==> src/rtl/fifo.sv <==
// Single-clock 16x8 FIFO with registered full/empty flags, one-cycle
// overflow/underflow strobes and an occupancy count (modulo DEPTH).
module fifo #(
    parameter int DATA_WIDTH  = 8,
    parameter int DEPTH       = 16,
    parameter int COUNT_WIDTH = 4
) (
    input  logic                   clk,
    input  logic                   srst,
    input  logic [DATA_WIDTH-1:0]  din,
    input  logic                   wr_en,
    input  logic                   rd_en,
    output logic [DATA_WIDTH-1:0]  dout,
    output logic                   full,
    output logic                   overflow,
    output logic                   empty,
    output logic                   underflow,
    output logic [COUNT_WIDTH-1:0] data_count
);

    localparam int PTR_W = $clog2(DEPTH);
    localparam logic [COUNT_WIDTH:0] OCC_FULL = (COUNT_WIDTH + 1)'(DEPTH);

    logic [DATA_WIDTH-1:0] mem [DEPTH];
    logic [PTR_W-1:0]      wr_ptr;
    logic [PTR_W-1:0]      rd_ptr;
    logic [COUNT_WIDTH:0]  occ;
    logic [COUNT_WIDTH:0]  occ_next;
    logic                  wr_ok;
    logic                  rd_ok;

    // Acceptance uses the registered flags as they stand before the edge.
    assign wr_ok = wr_en & ~full;
    assign rd_ok = rd_en & ~empty;

    always_comb begin
        occ_next = occ;
        case ({wr_ok, rd_ok})
            2'b10:   occ_next = occ + (COUNT_WIDTH + 1)'(1);
            2'b01:   occ_next = occ - (COUNT_WIDTH + 1)'(1);
            default: occ_next = occ;
        endcase
    end

    // Storage is deliberately left out of reset.
    always_ff @(posedge clk) begin
        if (wr_ok) begin
            mem[wr_ptr] <= din;
        end
    end

    always_ff @(posedge clk or negedge srst) begin
        if (!srst) begin
            wr_ptr    <= '0;
            rd_ptr    <= '0;
            occ       <= '0;
            dout      <= '0;
            full      <= 1'b0;
            empty     <= 1'b1;
            overflow  <= 1'b0;
            underflow <= 1'b0;
        end else begin
            if (wr_ok) begin
                wr_ptr <= wr_ptr + PTR_W'(1);
            end
            if (rd_ok) begin
                rd_ptr <= rd_ptr + PTR_W'(1);
                dout   <= mem[rd_ptr];
            end
            occ       <= occ_next;
            full      <= (occ_next == OCC_FULL);
            empty     <= (occ_next == '0);
            overflow  <= wr_en & full;
            underflow <= rd_en & empty;
        end
    end

    // Wraps to 0 when full; consumers qualify with the full flag.
    assign data_count = occ[COUNT_WIDTH-1:0];

endmodule

==> config.mk <==
export PLATFORM = sky130hd
export DESIGN_NAME = fifo
export DESIGN_NICKNAME = d
export VERILOG_FILES = /design/src/rtl/fifo.sv
export SDC_FILE = /design/constraint.sdc
export NUM_CORES = 1
export LEC_CHECK = 0
export ABC_AREA = 1
export CAP_MARGIN = 20
export CORE_UTILIZATION = 50
export CTS_BUF_LIST = sky130_fd_sc_hd__clkbuf_4 sky130_fd_sc_hd__clkbuf_8 sky130_fd_sc_hd__clkbuf_16
export CTS_CLUSTER_DIAMETER = 60
export DETAILED_ROUTE_END_ITERATION = 16
export GPL_ROUTABILITY_DRIVEN = 1
export PLACE_DENSITY = 0.68
export SLEW_MARGIN = 10
export SYNTH_ARGS = -nofsm -noshare
export SYNTH_HDL_FRONTEND = slang
export SYNTH_SLANG_ARGS = --single-unit
==> constraint.sdc <==
create_clock -name clk -period 2.8 [get_ports clk]
set_clock_uncertainty 0.15 [all_clocks]
set_input_delay 0.84 -clock clk [delete_from_list [all_inputs] [get_ports clk]]
set_output_delay 0.84 -clock clk [all_outputs]
set_load 0.01 [all_outputs]
==> results.yml <==
synthesis:
  syn_nets: 597
  synth_area_um2: 6412
  syn_avg_cell_area_um2: 11.13
  yosys_warnings: 0
  yosysUniqueCellTypes: 22
  ys_ff_latch: 153
  synthCells: 576
  ys_seq_area_frac: 0.6972
clock_tree:
  post_cts_buffers: 0
  clkTransAtPathRegs_ns: 0.06
  root_buffer: "clkbuf_16"
  clkLatencyLatePin_ns: 0.42
  cts.sinks: 153
  cts_tree: "done"
  clock_path_buffers: 2
  cts_hold_buf: 0
  h-tree-depth: 4
  cts_buffers: 17
routing:
  drtAntennaViolNets: 0
  drtIter0Drc: 406
  drc_errors: 0
  dr.pass1.iters: 5
  wl_um: 13570
  avgViaCountPerCell: 5.199
  wl_per_cell_um: 16.75
  via_count: 4211
setup_path:
  required_ns: 2.99
  worstPathMaxFanout: 4
  end_kind: "flip-flop"
  cp_common_cell: "inv_1"
  arrival_ns: 2.83
  worstSetupPathType: "primary input to flip-flop"
  start_kind: "primary input"
  cpPeakStageDelay_ns: 0.48
  r2r_start: "empty"
  cp-startpoint: "wr_en"
  path_cells: "clkdlybuf4s50_1, inv_1, nor2_2, inv_1, ha_2, nor2_1, nor2_2, ha_1, inv_1, nand2_1, inv_1, nand2_1, nand3_1, nand2_1, nor2_1, nand3_1, nor2_1"
  crit_slowest_cell: "clkdlybuf4s50_1"
placement:
  placedCellCount: 778
  placed_area_um2: 6975
  finalWeightedCongestion: 0.8023
  io_buffers: 27
  hpwlAfterDp_um: 8513
pwr:
  power.leakage_nw: 3.004
  powerDensity_nw_per_um2: 1064
  ir_worst_vdd_mv: 0.4426
grt:
  grt_pass1_wl_um: 21610
  grt_start_max_net_pins: 68
  grt_overflow_total: 0
  grt_pass1_vias: 4107
  antenna_found_initial: 0
  grt_use_total: 0.2271
floorplan:
  fp.dieW_um: 115.2
  initial_utilization: 0.5102
  pin_count: 28
  die_h_um: 115.2
  rows: 41
  core_um2: 12570
  die-area_um2: 13280
flow_run:
  maxCapViolCount: 0
sta:
  finalCritPeriodShare: 0.9399
  finalSetupViolCount: 0
  slew_headroom: 0.5253
  finalHoldViolations: 0
  finalCriticalPeriod_ns: 2.632
  fmax_ghz: 0.3800
  slew_violations: 0
  worstMarginPinSlew_ns: 0.7120
  hold_ws_ns: 0.3441
finish:
  area_delta_synth_final_pct: 17.89
  n_antenna_cell: 0
  finalInstanceArea_um2: 7560
  final_nets: 646
  drive_gt1_frac: 0.1034
  finalNonFillerCells: 810
hold_path:
  hp-class: "flip-flop to flip-flop"
  min-delay-start: "empty"
run_status:
  status: "completed"
## where the power goes
part	internal (mW)	total, mW	switching [mW]
Clock	1.41	2.24	0.828
Sequential	2.84	3.05	0.205
Combinational	0.987	2.77	1.78
Total	5.24	8.05	2.81
## metal layers
layer  vias up  track usage  share of wire
met2       142       0.3598           0.48
met1      1988       0.3014           0.44
met4         0       0.1186          0.025
met3        22      0.04164          0.055
met5         -            0              0
li1       2059            -              -
## layout make-up
type | instances | area (µm²)
tap | 172 | 215.2
clock inverter | 12 | 131.4
fill | 993 | 5009
sequential | 153 | 4472
inverter | 27 | 101.3
timing repair buffer | 59 | 523.0
clock buffer | 20 | 447.9
multi-input combinational | 367 | 1669
## final timing paths
path	end	slack [ns]	cells after the start
worst max register to register	full	0.64	10
min in group asynchronous	occ[3]	0.64	2
worst max-delay path	full	0.17	17
max in group asynchronous	empty	1.57	2
worst min register to register	underflow	0.34	2
worst min-delay path	underflow	0.34	2
## repair_timing
action / in CTS / in global routing
endpoints found under the setup margin: 0 / 2
hold endpoints to repair: 0 / 0
resized for setup: 0 / 3
## cell usage in the layout, fill, tap and decap left out
cell             count
edfxtp_1           128
clkinvlp_4           1
bufinv_16            3
a21oi_1             17
clkdlybuf4s50_1     27
or2_1                1
o21ai_1              1
nor2_1              29
clkbuf_4             3
buf_4               31
nand3_1            103
o21ai_0              2
ha_1                 8
nand2_1            192
dfstp_2              1
buf_12               1
clkinv_2             3
xor2_1               8
nand4_1              2
dfrtp_2              1
clkbuf_16           17
inv_1               23
dfrtp_1             23
o21bai_1             1
inv_2                2
nor2_2               2
ha_2                 1
clkinv_1             7
## registers in the layout, indices dropped and copies added, names as in the netlist
register / flops
mem: 128
empty: 1
full: 1
rd_ptr: 4
overflow: 1
underflow: 1
wr_ptr: 4
dout: 8
occ: 5
## cells in the mapped netlist
library cell,instances,share of area
nand4_1,2,0.0020
o21bai_1,1,0.0012
buf_2,15,0.012
buf_4,5,0.0059
inv_2,2,0.0012
nand2_1,192,0.11
ha_1,9,0.018
dfrtp_1,24,0.094
nor2_2,1,0.00098
o21ai_0,3,0.0023
clkinv_1,2,0.0012
inv_1,23,0.013
dfstp_2,1,0.0041
a21oi_1,17,0.013
nor2_1,30,0.018
or2_1,1,0.00098
buf_1,3,0.0018
clkbuf_1,2,0.0012
edfxtp_1,128,0.60
nand3_1,103,0.080
buf_6,4,0.0070
xor2_1,8,0.011
## metrics by stage
stage	utilization	TNS [ns]	setup WS, ns	total power, mW
3_5_place_dp	0.5550	-1.285	-0.4015	5.832
5_1_grt	0.6015	-0.004264	-0.004264	8.528
4_1_cts	0.6011	0	0.02204	8.077
6_report	0.6015	0	0.1683	8.047
2_1_floorplan	-	0	0.05148	4.891
3_3_place_gp	0.5550	-0.7416	-0.2618	5.745
## worst max-delay path: cells and delay by family
kind                     cells  cell delay (ns)
buffers and inverters        5             0.73
AND/OR/NAND/NOR             10             0.88
adder cells (fa/ha/maj)      2             0.38
## cells by family (layout without fill, tap and decap cells)
family	after synthesis	count (layout)	synth area share
xor gates and xnor gates	8	8	0.01093
and+or+nand+nor	329	329	0.2142
AOI/OAI and AO/OA	21	21	0.01678
adders and majority gates	9	9	0.01756
buffers and inverters	56	118	0.04332
DFF	153	153	0.6972
Note: power is estimated with default switching activity, not from simulation.
